`src/rtl/conv_fp_pkg.sv`:
```
// Shared widths and types for the FP16 convolution product datapath.
package conv_fp_pkg;
  localparam int EXP_SIZE    = 5;
  localparam int MANT_SIZE   = 10;
  localparam int KERNEL_SIZE = 3;
  localparam int PEXP_W      = EXP_SIZE + 1;
  localparam int PM_W        = 2 * MANT_SIZE;
  localparam int N           = KERNEL_SIZE * KERNEL_SIZE;

  typedef struct packed {
    logic              sign;
    logic [PEXP_W-1:0] exp;
    logic [PM_W-1:0]   mant;
  } prod_t;

  typedef logic signed [PM_W:0] aligned_t;
endpackage

```
`src/rtl/conv_max_exp.sv`:
```
// Combinational maximum over the exponents of the nonzero lanes; 0 when every lane is zero.
module conv_max_exp #(
  parameter int N = 9,
  parameter int W = 6
) (
  input  logic [N*W-1:0] exp_flat,
  input  logic [N-1:0]   zero,
  output logic [W-1:0]   emax
);
  always_comb begin
    emax = '0;
    for (int i = 0; i < N; i++) begin
      if (!zero[i] && (exp_flat[i*W +: W] > emax)) emax = exp_flat[i*W +: W];
    end
  end
endmodule

```
`src/rtl/conv_prod_align.sv`:
```
// Aligns the N products of one convolution window to their common maximum exponent and
// emits each lane as a signed two's-complement mantissa; 3-stage valid/ready pipeline.
module conv_prod_align #(
  parameter int EXP_SIZE    = conv_fp_pkg::EXP_SIZE,
  parameter int MANT_SIZE   = conv_fp_pkg::MANT_SIZE,
  parameter int KERNEL_SIZE = conv_fp_pkg::KERNEL_SIZE,
  localparam int PEXP_W     = EXP_SIZE + 1,
  localparam int PM_W       = 2 * MANT_SIZE,
  localparam int N          = KERNEL_SIZE * KERNEL_SIZE
) (
  input  logic                  clk,
  input  logic                  rst_n,
  input  logic                  in_valid,
  output logic                  in_ready,
  input  logic [N-1:0]          in_sign,
  input  logic [N*PEXP_W-1:0]   in_exp,
  input  logic [N*PM_W-1:0]     in_mant,
  output logic                  out_valid,
  input  logic                  out_ready,
  output logic [PEXP_W-1:0]     out_exp,
  output logic [N*(PM_W+1)-1:0] out_mant
);
  localparam int OW = PM_W + 1;

  logic                adv;
  logic [N-1:0]        zero_next;
  logic [PEXP_W-1:0]   emax_next;
  logic [N*PM_W-1:0]   mag_next;
  logic [N*OW-1:0]     lane_next;

  logic                s1_valid_reg, s2_valid_reg, s3_valid_reg;
  logic [PEXP_W-1:0]   s1_emax_reg, s2_emax_reg, s3_emax_reg;
  logic [N-1:0]        s1_sign_reg, s2_sign_reg, s1_zero_reg;
  logic [N*PEXP_W-1:0] s1_exp_reg;
  logic [N*PM_W-1:0]   s1_mant_reg, s2_mag_reg;
  logic [N*OW-1:0]     s3_mant_reg;

  // The whole pipeline stalls only when a finished window is waiting on the output.
  assign adv       = out_ready | ~s3_valid_reg;
  assign in_ready  = adv;
  assign out_valid = s3_valid_reg;
  assign out_exp   = s3_emax_reg;
  assign out_mant  = s3_mant_reg;

  conv_max_exp #(.N(N), .W(PEXP_W)) u_max_exp (
    .exp_flat (in_exp),
    .zero     (zero_next),
    .emax     (emax_next)
  );

  generate
    for (genvar gi = 0; gi < N; gi++) begin : g_lane
      logic [PEXP_W-1:0] sh;
      logic [PM_W-1:0]   mag;
      logic [OW-1:0]     pos;

      assign zero_next[gi] = (in_mant[gi*PM_W +: PM_W] == '0);

      // Wrapped shifts on zero lanes are harmless: the zero flag forces the result to 0.
      assign sh = s1_emax_reg - s1_exp_reg[gi*PEXP_W +: PEXP_W];
      assign mag_next[gi*PM_W +: PM_W] =
          (s1_zero_reg[gi] || (32'(sh) >= PM_W)) ? '0 : (s1_mant_reg[gi*PM_W +: PM_W] >> sh);

      assign mag = s2_mag_reg[gi*PM_W +: PM_W];
      assign pos = {1'b0, mag};
      assign lane_next[gi*OW +: OW] = s2_sign_reg[gi] ? (~pos + OW'(1)) : pos;
    end
  endgenerate

  always_ff @(posedge clk or negedge rst_n) begin
    if (!rst_n) begin
      s1_valid_reg <= 1'b0;
      s1_emax_reg  <= '0;
      s1_sign_reg  <= '0;
      s1_zero_reg  <= '0;
      s1_exp_reg   <= '0;
      s1_mant_reg  <= '0;
      s2_valid_reg <= 1'b0;
      s2_emax_reg  <= '0;
      s2_sign_reg  <= '0;
      s2_mag_reg   <= '0;
      s3_valid_reg <= 1'b0;
      s3_emax_reg  <= '0;
      s3_mant_reg  <= '0;
    end else if (adv) begin
      s1_valid_reg <= in_valid;
      s1_emax_reg  <= emax_next;
      s1_sign_reg  <= in_sign;
      s1_zero_reg  <= zero_next;
      s1_exp_reg   <= in_exp;
      s1_mant_reg  <= in_mant;
      s2_valid_reg <= s1_valid_reg;
      s2_emax_reg  <= s1_emax_reg;
      s2_sign_reg  <= s1_sign_reg;
      s2_mag_reg   <= mag_next;
      s3_valid_reg <= s2_valid_reg;
      s3_emax_reg  <= s2_emax_reg;
      s3_mant_reg  <= lane_next;
    end
  end
endmodule
```
`config.mk`:
```
export PLATFORM = sky130hd
export DESIGN_NAME = conv_prod_align
export DESIGN_NICKNAME = d
export VERILOG_FILES = /design/src/rtl/conv_fp_pkg.sv /design/src/rtl/conv_max_exp.sv /design/src/rtl/conv_prod_align.sv
export SDC_FILE = /design/constraint.sdc
export NUM_CORES = 2
export LEC_CHECK = 0
export CELL_PAD_IN_SITES_DETAIL_PLACEMENT = 0
export CELL_PAD_IN_SITES_GLOBAL_PLACEMENT = 2
export CORE_MARGIN = 1
export CORE_UTILIZATION = 35
export CTS_CLUSTER_SIZE = 28
export DETAILED_ROUTE_END_ITERATION = 10
export DONT_BUFFER_PORTS = 1
export HOLD_SLACK_MARGIN = 0.12
export PLACE_DENSITY = 0.75
export SYNTH_ARGS = -nofsm -noshare
export SYNTH_HDL_FRONTEND = slang
export SYNTH_HIERARCHICAL = 1
export SYNTH_SLANG_ARGS = --single-unit
```
`constraint.sdc`:
```
create_clock -name clk -period 2.9 [get_ports clk]
set_input_delay 0.29 -clock clk [delete_from_list [all_inputs] [get_ports clk]]
set_output_delay 0.29 -clock clk [all_outputs]
set_load 0.02 [all_outputs]
```
### Word level (Yosys, flattened, before mapping)

Index checks and enable logic that the tools add are counted.

| storage, ports and cells | value |
|---|---|
| input port bits | 247 |
| word-level logic and storage cells | 132 |
| output and inout bits | 197 |
| bits in registers | 651 |

| operators by class | value |
|---|---|
| shifts and indexed selects | 9 |
| reductions and logical operators | 36 |
| add/subtract/negate cells | 18 |
| bitwise logic cells | 11 |
| muxes and demuxes | 27 |
| order comparisons | 18 |

Operator list:

| operator | count |
|---|---|
| adder 21 x 1 -> 21 bit (second input constant) | 9 |
| 2-to-1 mux 21 bit | 9 |
| NOT 20 -> 21 bit | 9 |
| zero test 20 bit | 9 |
| 2-to-1 mux 20 bit | 9 |
| >> shifter 20 x 6 -> 20 bit | 9 |
| >= comparator 6 x 5 -> 1 bit (second input constant) | 9 |
| 2-to-1 mux 6 bit | 9 |
| subtractor 6 bit | 9 |
| > comparator 6 bit | 8 |
| logical AND 1 bit | 9 |
| zero test 1 bit | 9 |
| logical OR 1 bit | 9 |
| > comparator 6 x 1 -> 1 bit (second input constant) | 1 |
| NOT 1 bit | 1 |
| bitwise OR 1 bit | 1 |

### Logic depth before layout (Yosys ltp)

| depth | value |
|---|---|
| depth in word-level cells | 28 |
| depth in mapped cells | 81 |
| gate-level depth less buffers | 78 |

### By module

Netlist, hierarchy kept.

By module, submodules not included:

| module | instances | cells an instance | area each (um^2) | sequential area each (um^2) |
|---|---|---|---|---|
| conv_prod_align | 1 | 4,166 | 36,809.1 | 16,290.6 |
| conv_max_exp | 1 | 338 | 2,461.1 | 0.0 |

### Worst setup path after synthesis

No wires, ideal clock.

| timing path | value |
|---|---|
| path type | input to register |
| from | input in_mant[14] |
| to | register s1_emax_reg[1] |
| setup time | 0.121 ns |
| data arrival time | 13.946 ns |
| setup slack | -11.167 ns |
| required time | 2.779 ns |
| buffers on the path | 2 |
| stages | 72 |
| path through | nor4_1 nand3_1 nor2_1 nand2b_1 ha_1 and4_4 o21a_1 o31ai_1 mux2_2 ha_1 and3_1 nand3_1 o21ba_2 nand2_1 mux2_2 ha_1 inv_1 a21o_1 [... 36 more ...] inv_1 ha_1 and3_1 o21ai_0 or2_2 o2111a_1 a311oi_2 buf_6 mux2i_1 ha_1 a21o_1 a21o_1 a221oi_1 a311oi_1 a41o_1 o22a_1 nand2_1 nand2_1 |

| on the way | value |
|---|---|
| cells in the longest elaborated chain, start to end | 28 |

Ends and longest elaborated chain:

| element | RTL line | source |
|---|---|---|
| from (decl) | conv_prod_align.sv:17 | `input logic [N*PM_W-1:0] in_mant,` |
| zero test 20 bit (*) | conv_prod_align.sv:57 | `assign zero_next[gi] = (in_mant[gi*PM_W +: PM_W] == '0);` |
| via zero_next[0] | conv_prod_align.sv:26 | `logic [N-1:0] zero_next;` |
| zero test 1 bit (*) | conv_max_exp.sv:13 | `if (!zero[i] && (exp_flat[i*W +: W] > emax)) emax = exp_flat[i*W +: W];` |
| logical AND 1 bit (*) | conv_max_exp.sv:13 |  |
| 2-to-1 mux 6 bit (*) | conv_max_exp.sv:13 |  |
| > comparator 6 bit | conv_max_exp.sv:13 |  |
| logical AND 1 bit | conv_max_exp.sv:13 |  |
| 2-to-1 mux 6 bit (*) | conv_max_exp.sv:13 |  |
| [... 14 more ...] | n/a |  |
| 2-to-1 mux 6 bit (*) | conv_max_exp.sv:13 |  |
| > comparator 6 bit | conv_max_exp.sv:13 |  |
| logical AND 1 bit | conv_max_exp.sv:13 |  |
| 2-to-1 mux 6 bit (*) | conv_max_exp.sv:13 |  |
| > comparator 6 bit | conv_max_exp.sv:13 |  |
| logical AND 1 bit | conv_max_exp.sv:13 |  |
| 2-to-1 mux 6 bit (*) | conv_max_exp.sv:13 |  |
| via emax_next[1] | conv_prod_align.sv:27 | `logic [PEXP_W-1:0] emax_next;` |
| to (signal assigned) | conv_prod_align.sv:87 | `s1_emax_reg <= emax_next;` |
| to (decl) | conv_prod_align.sv:32 | `logic [PEXP_W-1:0] s1_emax_reg, s2_emax_reg, s3_emax_reg;` |

Mark *: on every way through the listed nets, which the timed path passes. The rest lies on a longest branch.
A chain may end at the register's enable or synchronous reset.

### Worst setup path after layout

| timing path | value |
|---|---|
| from | input in_mant[30] |
| to | register s1_emax_reg[4] |

| on the way | value |
|---|---|
| cells in the longest elaborated chain, start to end | 25 |

Ends and longest elaborated chain:

| element | RTL line |
|---|---|
| zero test 20 bit (*) | conv_prod_align.sv:57 |
| via zero_next[1] | conv_prod_align.sv:26 |
| zero test 1 bit (*) | conv_max_exp.sv:13 |
| logical AND 1 bit (*) | conv_max_exp.sv:13 |
| 2-to-1 mux 6 bit (*) | conv_max_exp.sv:13 |
| > comparator 6 bit | conv_max_exp.sv:13 |
| logical AND 1 bit | conv_max_exp.sv:13 |
| 2-to-1 mux 6 bit (*) | conv_max_exp.sv:13 |
| [... 11 more ...] | n/a |
| 2-to-1 mux 6 bit (*) | conv_max_exp.sv:13 |
| > comparator 6 bit | conv_max_exp.sv:13 |
| logical AND 1 bit | conv_max_exp.sv:13 |
| 2-to-1 mux 6 bit (*) | conv_max_exp.sv:13 |
| > comparator 6 bit | conv_max_exp.sv:13 |
| logical AND 1 bit | conv_max_exp.sv:13 |
| 2-to-1 mux 6 bit (*) | conv_max_exp.sv:13 |
| via emax_next[4] | conv_prod_align.sv:27 |

Marks and branches as above.

==> metrics <==
top cell type's share of synthesized area=41.5%; synthesized area=roughly 40,000 um2; worst hold-check path type=in2async; Final Max Slew Viols=about 560; worst path required time=about 3.5 ns; largest area contributor in the netlist=dfrtp_1; vias per cell=about 5.2; Post-DP HPWL=about 90,000 um; worst relative slew slack=-242%; Die X=337 um; DR WL/cell=19.5 um; sequential area share after synthesis=a little over 40%; crit path time final=12.67 ns; CTS Root Buffer Type=clkbuf_16; Sequential Power Share=between 20% and 30%; Die ar.=between 100,000 and 150,000 um2; Post-DRT Antenna Nets=0; CP Data Arrival Time=between 10 and 15 ns; DR DRC count=0; fin worst setup slack=-9.77 ns; syn_nets=4,846; Final Hold Fails=about 170; Hold WS=-0.649 ns; status=complete, but fails checks; post-synthesis cell count=4,504; max FFs per register=roughly 190; Clock H-tree levels=3; iteration-0 DRC count of the detailed router=roughly 2,000; CTS Buf Count=80; Clock Sinks=~650; P_leak=about 23 nW; Area contributors post-synth=dfrtp_1 (41%), nand2_1 (12%), o21ai_0 (4.7%), mux2i_1 (4.2%), mux2_2 (3.4%); Hold-fix buffers, CTS=between 200 and 300; first-pass GRT wire length=~200,000 um; GRT Overall Usage=between 20% and 30%; fin crit share=437%; commonest non-fill, non-tap cell in the layout=nand2_1; Crit path top cell by count=ha_4; Power Internal=between 40 and 50 mW; initial antenna violation count=4; CP Launch Type=primary input; clk slew on worst S/H paths=approximately 0.060 ns; final setup fails=roughly 250; sw frac=45.0%; drt first pass iters=7; FF-to-FF path depth=12; EDFF count, synth=0; crit path kind=in2reg; CTS max path bufs=3; unrepaired setup endpoints after global routing=yes; share of cells above drive strength 1=about 18%; Comb pwr share=63.8%; Starting Density=a little over a third; r2r endpoint=s2_mag_reg[61]; Setup Skew=0.0261 ns; DR vias=roughly 34,000; max capacitance violation total=0; Die Y=337 um; FP Rows=122; worst-margin pin slew=5.12 ns; Warnings, synthesis=6; grt total ovfl=0; most frequent cells in the layout=nand2_1 (1,231), dfrtp_1 (650), o21ai_0 (347); CTS tree=built; R2R Path Start=s1_emax_reg[0]; largest vdd supply drop=between 700 and 800 uV; Setup TNS Final=-121.22 ns; failing checks=hold timing, slew limit, setup timing; clock latency on the worst-skew pair=~0.66 ns; Avg Cell Area, Syn=a little under 9 um2; Critical Path Sink Type=register; Ports=444; Power Density=~1500 nW/um2; slowest cell on the critical path=dlygate4sd3_1; Seq cells post-synth=around 650; GPL Wtd Cong=0.874; IO buf count=0; fmax=0.0789 GHz; Area Growth Syn to Fin=27.8%; flop2flop setup slack=-0.01 ns; Switch Pwr=between 30 and 40 mW; Synth cell types=108; ys async rst share=between 90% and 100%; clock network fraction of total power=14.2%; Main synth FF type=dfrtp_1; largest net degree at the start of global routing=~650; vias in the first global route=roughly 34,000; Final nets=~5,300; final WL=between 100,000 and 150,000 um; maximum fanout count along the critical path=7; core footprint=~110,000 um2; CP peak stage delay=around 0.58 ns
[worst max path at each step]
| stage | start | to | slack (ns) |
|---|---|---|---|
| 2_1_floorplan | in_mant[6] | s1_emax_reg[1] | -9.99 |
| 3_3_place_gp | in_mant[14] | s1_emax_reg[5] | -10.53 |
| 3_5_place_dp | in_mant[14] | s1_emax_reg[4] | -10.74 |
| 4_1_cts | in_mant[19] | s1_emax_reg[4] | -9.78 |
| 5_1_grt | in_mant[14] | s1_emax_reg[1] | -10.33 |
| 6_report | in_mant[30] | s1_emax_reg[4] | -9.77 |
[timing repair]
action / CTS / global route
gates cloned: 0 / 6
pin swaps: 55 / 63
setup endpoints to repair: 42 / 115
gates resized for setup: 55 / 138
buffers inserted: 26 / 21
endpoints found under the hold margin: 923 / 651
[synthesized netlist by cell type (all sizes together), types with 86 or more instances]
cell type	instances
inv	131
ha	86
nor2	228
o21ai	374
nand2	1238
dfrtp	651
xor2	135
xnor2	91
clkbuf	200
a21oi	188
mux2i	165
mux2	120
[routing by layer]
metal / part of all wire, % / GRT usage (%) / wire [um]
met1: 46 / 29.8 / 58400
met5: 0.010 / 0 / 13
met4: 2.3 / 5.64 / 2880
met3: 4.7 / 3.63 / 6000
met2: 47 / 36.4 / 60200
[per-stage QoR]
| step | power (mW) | std cells | util, % | worst slack [ns] | cell area (um2) |
|---|---|---|---|---|---|
| 2_1_floorplan | 44.4 | 4504 | - | -9.99 | 39800 |
| 3_3_place_gp | 58.9 | 6082 | 39.2 | -10.53 | 43500 |
| 3_5_place_dp | 59.1 | 6082 | 39.2 | -10.74 | 43500 |
| 4_1_cts | 71.2 | 6508 | 44.4 | -9.78 | 49300 |
| 5_1_grt | 79.1 | 6534 | 45.2 | -10.33 | 50200 |
| 6_report | 73.4 | 6537 | 45.2 | -9.77 | 50200 |
[critical path, delay by kind of cell]
kind            cells  cell delay [ns]
buf+inv            14             1.99
fa+ha+maj           6             1.28
mux                 6             1.61
simple gates       20             3.15
compound gates     25             4.88
[kinds of logic (layout without fill, tap and decap cells)]
group	after synthesis	count (layout)	share of synthesized area [%]
and+or+nand+nor	1841	1841	20.1
AOI/OAI and AO/OA	979	979	16.3
DFF	651	651	41.5
buffers and inverters	383	925	3.83
muxes	323	323	9.86
xor gates and xnor gates	226	226	5.04
adders and majority gates	101	101	3.35
other	0	3	0
[power by group through the flow]
stage,logic (mW),registers (mW),clock network (mW)
after floorplan,29.2,15.2,0
after global placement,42.6,16.2,0
after detailed placement,42.8,16.3,0
after CTS,44.2,16.2,10.8
after global routing,51.4,16.6,11.1
final,46.8,16.1,10.4
[area by class of cell]
| type | instances | area, um2 |
|---|---|---|
| diodes | 3 | 7.51 |
| clock buffers | 122 | 2400 |
| clock inverters | 23 | 309 |
| fillers | 11000 | 60800 |
| inverters | 135 | 529 |
| multi-input cells | 3470 | 22800 |
| flip-flops and latches | 651 | 16300 |
| well taps | 1488 | 1860 |
| repair buffers | 645 | 5950 |
No activity file was read; power rests on OpenSTA's default activity.
